[src/rtl/serial_paralelo_rx.sv]
// ---------------------------------------------------------------------------
// serial_paralelo_rx
// Per-lane receive deserializer. It shifts in an MSB-first serial bitstream
// at clk_32f and searches bit by bit for the COM symbol to find byte
// alignment. After COM_REQ aligned COMs the lane is locked ('active'). From
// then on, every byte boundary that does not carry COM delivers one data byte
// with a one-cycle valid strobe.
//
// Optional feature macro: SERIAL_RX_CNT_EN
//   defined   -> byte_count port plus a 16-bit saturating count of delivered
//                data bytes, cleared only by reset
//   undefined -> no byte_count port and no counter
// ---------------------------------------------------------------------------
module serial_paralelo_rx #(
    parameter logic [7:0]  COM_SYMBOL = 8'hBC,
    parameter int unsigned COM_REQ    = 4
) (
    input  logic        clk_32f,
    input  logic        reset,
    input  logic        data_in,
    output logic [7:0]  data_out,
    output logic        valid_out,
`ifdef SERIAL_RX_CNT_EN
    output logic [15:0] byte_count,
`endif
    output logic        active
);

    // Lock threshold as a 4-bit value; the legal range is 1..15.
    localparam logic [3:0] COM_REQ_C = COM_REQ[3:0];

    typedef enum logic [1:0] {
        ST_HUNT   = 2'd0,
        ST_ALIGN  = 2'd1,
        ST_ACTIVE = 2'd2
    } state_t;

    state_t      state_q;
    logic [7:0]  sr_q;
    logic [2:0]  bit_cnt_q;
    logic [3:0]  com_cnt_q;
    logic [7:0]  data_out_q;
    logic        valid_out_q;
    logic        active_q;

    logic [7:0]  sr_d;
    logic [3:0]  com_cnt_inc_d;
    logic        com_match_s;
    logic        boundary_s;
    logic        deliver_s;

    // Next shift-register value, match and boundary decode, and the delivery condition.
    always_comb begin
        sr_d          = {sr_q[6:0], data_in};
        com_cnt_inc_d = com_cnt_q + 4'd1;
        com_match_s   = (sr_q == COM_SYMBOL);
        // In HUNT the bit counter is frozen, so boundaries only exist once aligned.
        boundary_s    = (bit_cnt_q == 3'd0) && (state_q != ST_HUNT);
        if ((state_q == ST_ACTIVE) && boundary_s && !com_match_s) begin
            deliver_s = 1'b1;
        end else begin
            deliver_s = 1'b0;
        end
    end

    // Alignment FSM, shift register and registered outputs.
    always_ff @(posedge clk_32f) begin
        if (reset) begin
            state_q     <= ST_HUNT;
            sr_q        <= 8'h00;
            bit_cnt_q   <= 3'd0;
            com_cnt_q   <= 4'd0;
            data_out_q  <= 8'h00;
            valid_out_q <= 1'b0;
            active_q    <= 1'b0;
        end else begin
            // The shift register runs in every state; alignment is only a view on it.
            sr_q        <= sr_d;
            // The strobe is high for a single cycle unless a delivery happens below.
            valid_out_q <= 1'b0;

            case (state_q)
                ST_HUNT: begin
                    // Bit-sliding search: any cycle may hold the COM symbol.
                    if (com_match_s) begin
                        // This edge already samples the first bit of the next byte.
                        bit_cnt_q <= 3'd1;
                        com_cnt_q <= 4'd1;
                        if (COM_REQ_C == 4'd1) begin
                            state_q  <= ST_ACTIVE;
                            active_q <= 1'b1;
                        end else begin
                            state_q  <= ST_ALIGN;
                        end
                    end else begin
                        bit_cnt_q <= 3'd0;
                    end
                end

                ST_ALIGN: begin
                    bit_cnt_q <= bit_cnt_q + 3'd1;
                    if (boundary_s) begin
                        if (com_match_s) begin
                            com_cnt_q <= com_cnt_inc_d;
                            if (com_cnt_inc_d == COM_REQ_C) begin
                                state_q  <= ST_ACTIVE;
                                active_q <= 1'b1;
                            end else begin
                                state_q  <= ST_ALIGN;
                            end
                        end else begin
                            // Alignment came from a false COM; drop it and search again.
                            state_q   <= ST_HUNT;
                            com_cnt_q <= 4'd0;
                            bit_cnt_q <= 3'd0;
                        end
                    end else begin
                        state_q <= ST_ALIGN;
                    end
                end

                ST_ACTIVE: begin
                    // Locked: only reset leaves this state, there is no loss-of-lock check.
                    bit_cnt_q <= bit_cnt_q + 3'd1;
                    if (deliver_s) begin
                        data_out_q  <= sr_q;
                        valid_out_q <= 1'b1;
                    end else begin
                        data_out_q  <= data_out_q;
                    end
                end

                default: begin
                    // Unreachable encoding: fall back to a clean search.
                    state_q   <= ST_HUNT;
                    bit_cnt_q <= 3'd0;
                    com_cnt_q <= 4'd0;
                    active_q  <= 1'b0;
                end
            endcase
        end
    end

`ifdef SERIAL_RX_CNT_EN
    logic [15:0] byte_count_q;

    // Saturating count of delivered data bytes; advances on the same edge that raises valid_out.
    always_ff @(posedge clk_32f) begin
        if (reset) begin
            byte_count_q <= 16'h0000;
        end else if (deliver_s && (byte_count_q != 16'hFFFF)) begin
            byte_count_q <= byte_count_q + 16'h0001;
        end else begin
            byte_count_q <= byte_count_q;
        end
    end

    assign byte_count = byte_count_q;
`endif

    assign data_out  = data_out_q;
    assign valid_out = valid_out_q;
    assign active    = active_q;

endmodule

[config.mk]
export PLATFORM = sky130hd
export DESIGN_NAME = serial_paralelo_rx
export DESIGN_NICKNAME = d
export VERILOG_FILES = /design/src/rtl/serial_paralelo_rx.sv
export SDC_FILE = /design/constraint.sdc
export NUM_CORES = 1
export LEC_CHECK = 0
export ABC_AREA = 1
export BUFFER_PORTS_ARGS = -buffer_cell sky130_fd_sc_hd__buf_4
export CAP_MARGIN = 25
export CORE_MARGIN = 10
export CORE_UTILIZATION = 45
export DETAILED_ROUTE_END_ITERATION = 6
export GPL_ROUTABILITY_DRIVEN = 0
export PLACE_DENSITY = 0.75
export SYNTH_ARGS = -nofsm -noshare
export SYNTH_HDL_FRONTEND = slang
export SYNTH_SLANG_ARGS = --single-unit
export TNS_END_PERCENT = 30
[constraint.sdc]
create_clock -name clk_32f -period 1.4 [get_ports clk_32f]
set_input_delay 0 -clock clk_32f [delete_from_list [all_inputs] [get_ports clk_32f]]
set_output_delay 0 -clock clk_32f [all_outputs]
set_load 0.02 [all_outputs]
==> results of run 1 <==
metal layers:
layer	vias up	GRT usage	routed length, µm
li1	538	-	-
met1	493	0.1209	1213
met2	39	0.1642	1370
met3	13	0.02650	140
met4	0	0.03441	92
met5	-	0	0
metrics by stage:
step                worst slack, ps  setup TNS [ps]  hold WS (ps)
finish                        13.49               0         457.0
CTS                           2.287               0         466.0
global placement              70.89               0         201.0
detailed placement           -11.15          -17.05         210.2
floorplan                     146.3               0         69.07
global route                 -34.17          -144.7         478.5
state kept, by name, indices dropped and copies added (netlist names):
| name | flops |
|---|---|
| active | 1 |
| bit_cnt_q | 3 |
| com_cnt_q | 4 |
| data_out | 8 |
| valid_out | 1 |
| state_q | 2 |
| sr_q | 8 |
what timing repair did:
action | CTS | global route
pin swaps | 0 | 9
buffers inserted | 0 | 4
gates cloned | 0 | 1
setup endpoints to repair | 3 | 19
hold endpoints to repair | 12 | 0
resized for setup | 2 | 30
hold buffers | 3 | 0
final cells by class:
cell class              count  area (µm²)
clock buffers               3       22.52
multi-input cells         107       608.1
clock inverters             1       7.507
repair buffers             20       200.2
inverters                  23       86.33
flip-flops and latches     27       553.0
fillers                   229       962.2
well taps                  30       37.54
worst register-to-register path, stage by stage (launching register included):
cell and delay (ps):
dfxtp_2 360, inv_2 60, ha_4 140, nand2_4 70, nor3_4 270, buf_12 160, nand3_1 90, a21oi_1 180
Yosys cell counts (all sizes together):
library cell / number / area, µm²
xnor2: 1 / 8.760
nand4: 2 / 12.51
a21oi: 13 / 65.06
nand3: 13 / 65.06
o21ai: 1 / 5.000
nor2: 28 / 112.6
nor3: 2 / 26.28
a21boi: 1 / 7.510
nand2: 42 / 170.2
buf: 1 / 11.26
ha: 4 / 50.05
clkbuf: 2 / 7.510
inv: 23 / 86.33
dfxtp: 27 / 540.5
how the worst min path moves through the flow:
stage | slack, ps | end | start
CTS | 470 | sr_q[6] | sr_q[5]
detailed placement | 210 | sr_q[0] | data_in
finish | 460 | sr_q[6] | sr_q[5]
global placement | 200 | sr_q[0] | data_in
floorplan | 70 | bit_cnt_q[0] | reset
global route | 480 | sr_q[7] | sr_q[6]
cell families (layout without fill, tap and decap cells):
group           count (synthesis)  count (layout)  synth area share
simple gates                   87              87            0.3308
flops                          27              27            0.4625
buf+inv                        26              47           0.08994
compound gates                 15              15           0.06638
fa+ha+maj                       4               4           0.04283
xor+xnor                        1               1          0.007496
power by group:
part / internal (mW) / switching [mW] / total (mW)
combinational: 0.0121 / 0.0204 / 0.0325
clock: 0.110 / 0.252 / 0.362
sequential: 0.771 / 0.00313 / 0.775
total: 0.893 / 0.275 / 1.17
==> metrics.yaml, run 1 <==
cts:
  cts_buffers: 3
  cts_tree: "done"
  root_buffer: "clkbuf_4"
  cts_sinks: 27
  clock_latency_ps: 340
  clk_pin_slew_ps: 160
  cts.htree.levels: 1
  clk_path_buf_depth: 2
detailed_routing:
  dr.pass1.iters: 4
  vias_per_cell: 5.133
  totalWireLength_mm: 2.816
  drt_iter0_drc: 92
  drc: 0
  via_count: 1083
  post_drt_wl_per_cell_um: 13.35
  drt.antenna.violating_nets: 0
critical_path:
  worstPathCellList: "inv_2 > ha_4 > nand2_4 > nor3_4 > buf_12 > nand3_1 > a21oi_1"
  crit_arrival_ps: 1660
  critical-path-top-delay-family: "simple AND/OR/NAND/NOR gates"
  cp_data_required_time_ps: 1680
  critPathBufInv: 2
  worstSetupPathType: "reg2reg"
  startpoint_type: "register"
  critPathMaxStageDelay_ps: 360
  reg2reg_depth: 7
  setup.worst_path.start: "bit_cnt_q[1]"
  setup.worst_path.end_class: "register"
  endpoint: "data_out[5]"
  worstSetupPathDepth: 7
  regToRegSetupSlack_ps: 10
  reg2reg_to: "data_out[5]"
  path_max_fanout: 5
  crit_slowest_cell: "dfxtp_2"
  timing.rr.start: "bit_cnt_q[1]"
sta:
  slew_viol_final: 0
  finalClockSkew_ps: 3.822
  slew-limit-headroom: 0.8297
  rsz0062_at_grt: "yes"
  fmax_mhz: 721.2
  fin_crit_sh: 0.9904
  finalSetupViolCount: 0
  fin_crit_ps: 1387
  worstMarginPinSlew_ps: 255.5
  hold_viol_final: 0
finish:
  diodes: 0
  fin_util: 0.6116
  final_cells: 211
  mostFrequentLayoutCell: "nand2_1"
  layout-area-overhead-vs-synth_pct: 29.66
  layout_common_cells: "31 x nand2_1, 24 x nor2_1, 19 x dfxtp_1, 18 x inv_1, 14 x buf_4"
  final_nets: 189
  design_area_mm2: 0.001515
  drive_gt1_frac: 0.3094
placement:
  place_area_mm2: 0.001277
  place_hpwl_mm: 1.831
  placedCellCount: 199
  portBuffers: 12
yosys:
  netlist_instances: 160
  ys_ff_latch: 27
  syn_nets: 167
  ys_types: 19
  synth_area_mm2: 0.001169
  synth_area_per_cell_um2: 7.304
  yosys_warnings: 0
  ys_seq_area_frac: 0.4625
floorplan:
  die_x_um: 70.96
  die_y_um: 70.96
  start_util: 0.4717
  fp.coreArea_mm2: 0.002477
  die_area_mm2: 0.005035
  io_pins: 13
  fp-row-count: 18
global_routing:
  grt_antenna_before_repair: 0
  grt_max_degree: 24
  grt_pass1_vias: 1009
  grt-ovfl-total: 0
  grt_first_pass_wirelength_mm: 4.305
  grt_use_total: 0.09952
pwr:
  ir_worst_vdd_v: 0.0008882
  p_per_area_mw_per_mm2: 771.2
  power_mw: 1.169
  p_leak_nw: 0.6505
status:
  status: "completed"
hold_path:
  hold_class: "reg2reg"
  hold_depth: 2
flow_run:
  max_cap_viol_count: 0
(Power assumes the default switching activity.)
==> inputs of run 2 (changes only) <==
--- a/config.mk
+++ b/config.mk
@@ -8,11 +8,13 @@
 export ABC_AREA = 1
 export BUFFER_PORTS_ARGS = -buffer_cell sky130_fd_sc_hd__buf_4
 export CAP_MARGIN = 25
+export CORE_ASPECT_RATIO = 0.75
 export CORE_MARGIN = 10
 export CORE_UTILIZATION = 45
 export DETAILED_ROUTE_END_ITERATION = 6
 export GPL_ROUTABILITY_DRIVEN = 0
 export PLACE_DENSITY = 0.75
+export SLEW_MARGIN = 30
 export SYNTH_ARGS = -nofsm -noshare
 export SYNTH_HDL_FRONTEND = slang
 export SYNTH_SLANG_ARGS = --single-unit
==> metrics.yaml, run 2 (synthesized netlist as in run 1, its figures left out) <==
detailed_routing:
  post_drt_wl_per_cell_um: 12.32
  via_count: 1036
  vias_per_cell: 4.841
  drc: 0
  drt_iter0_drc: 118
  drt.antenna.violating_nets: 0
  dr.pass1.iters: 4
  totalWireLength_mm: 2.636
floorplan:
  fp-row-count: 15
  die_y_um: 64.13
  fp.coreArea_mm2: 0.002384
  io_pins: 13
  start_util: 0.4903
  die_x_um: 78.85
  die_area_mm2: 0.005056
placement:
  dp_slack_ps: -12.56
  placedCellCount: 206
  portBuffers: 12
  place_hpwl_mm: 1.909
critical_path:
  crit_arrival_ps: 1510
  critPathMaxStageDelay_ps: 350
  startpoint_type: "register"
  critPathBufInv: 2
  cp_data_required_time_ps: 1630
  reg2reg_depth: 8
  timing.rr.start: "bit_cnt_q[0]"
  reg2reg_to: "data_out[1]"
  path_max_fanout: 9
  regToRegSetupSlack_ps: 120
  critical-path-top-delay-family: "simple AND/OR/NAND/NOR gates"
  crit_slowest_cell: "dfxtp_2"
  setup.worst_path.end_class: "register"
  worstPathCellList: "inv_1 > ha_2 > nand2_2 > nor3_4 > buf_12 > nand2_4 > nand2_1 > a21oi_1"
  worstSetupPathType: "reg2reg"
status:
  status: "completed"
global_routing:
  grt_max_degree: 24
  grt_use_total: 0.1032
  grt_first_pass_wirelength_mm: 4.326
  grt_antenna_before_repair: 0
  grt-ovfl-total: 0
  grt_pass1_vias: 906
cts:
  cts.htree.levels: 1
  root_buffer: "clkbuf_4"
  clock_latency_ps: 320
  cts_sinks: 27
  cts_buffers: 3
  clk_pin_slew_ps: 140
  cts_tree: "done"
  clk_path_buf_depth: 2
sta:
  slew_viol_final: 0
  fmax_mhz: 779.5
  fin_crit_sh: 0.9163
  worstMarginPinSlew_ps: 229.7
  finalSetupViolCount: 0
  timing.final.ws_setup_ps: 117.2
  hold_viol_final: 0
  fin_crit_ps: 1283
  slew-limit-headroom: 0.8469
  finalClockSkew_ps: 4.695
finish:
  fill_cells: 218
  drive_gt1_frac: 0.2222
  layout-area-overhead-vs-synth_pct: 20.88
  final_cells: 214
  final_nets: 188
  diodes: 0
  mostFrequentLayoutCell: "nand2_1"
  layout_common_cells: "38 x nand2_1, 24 x nor2_1, 22 x dfxtp_1, 20 x inv_1, 16 x buf_4"
flow_run:
  max_cap_viol_count: 0
pwr:
  internal-power_uw: 896.6
  p_leak_nw: 0.6222
  combinationalPowerShare: 0.028
  p_sw_frac: 0.2162
  ir_worst_vdd_v: 0.0007620
  power_frac_seq: 0.678
  p_sw_uw: 247.3
  p_clk_frac: 0.294
  p_per_area_mw_per_mm2: 809.8
hold_path:
  hold_class: "in2reg"
  hold_depth: 4
  hold-path-endpoint: "sr_q[0]"
  holdCritStartpoint: "data_in"
-- run 2: power by group through the flow --
stage / clock network, mW / registers, mW / logic, mW
floorplan: 0 / 0.792 / 0.0148
global placement: 0 / 0.792 / 0.0252
detailed placement: 0 / 0.792 / 0.0266
CTS: 0.342 / 0.776 / 0.0307
global route: 0.362 / 0.776 / 0.0358
finish: 0.336 / 0.775 / 0.0324
-- run 2: metrics by stage --
step	utilization	total power, mW	hold slack [ps]	cell area (µm²)	TNS [ps]
floorplan	-	0.8067	69.07	1169	0
global placement	0.5475	0.8175	200.3	1305	0
detailed placement	0.5475	0.8191	214.0	1305	-36.51
CTS	0.5764	1.148	417.9	1374	0
global route	0.5927	1.174	475.8	1413	-4.898
finish	0.5927	1.144	447.9	1413	0
-- run 2: area by class of cell --
cell class / instances / area, µm² / share of cell area
clock buffers: 4 / 26.28 / 0.01860
well taps: 34 / 42.54 / 0.03012
repair buffers: 19 / 160.2 / 0.1134
multi-input cells: 107 / 550.5 / 0.3897
flip-flops and latches: 27 / 546.8 / 0.3871
inverters: 23 / 86.33 / 0.06112
-- run 2: metal layers --
metal / up-vias / global-route usage / wire [µm] / share of wire
met4: 0 / 0.02009 / 36 / 0.014
met5: - / 0 / 0 / 0
met2: 41 / 0.1609 / 1175 / 0.45
met3: 4 / 0.03073 / 164 / 0.062
li1: 534 / - / - / -
met1: 457 / 0.1379 / 1260 / 0.48
-- run 2: worst min-delay path: stages --
cell and delay, ps:
dlygate4sd3_1 550, buf_4 110, inv_1 30, nor2_1 60
-- run 2: worst max-delay path by stage --
stage | from | endpoint | slack, ps | depth (start not counted)
CTS | bit_cnt_q[0] | data_out[1] | 40 | 8
floorplan | bit_cnt_q[0] | data_out[0] | 150 | 7
global placement | bit_cnt_q[0] | data_out[5] | 80 | 7
detailed placement | bit_cnt_q[0] | data_out[1] | -10 | 7
global route | sr_q[1] | com_cnt_q[3] | -5 | 9
finish | bit_cnt_q[0] | data_out[1] | 120 | 8
-- run 2: repair_timing --
action | CTS | global route
hold buffers | 2 | 0
setup buffers | 1 | 1
pin swaps | 1 | 1
endpoints found under the hold margin | 7 | 0
setup endpoints to repair | 8 | 18
resized for setup | 1 | 11
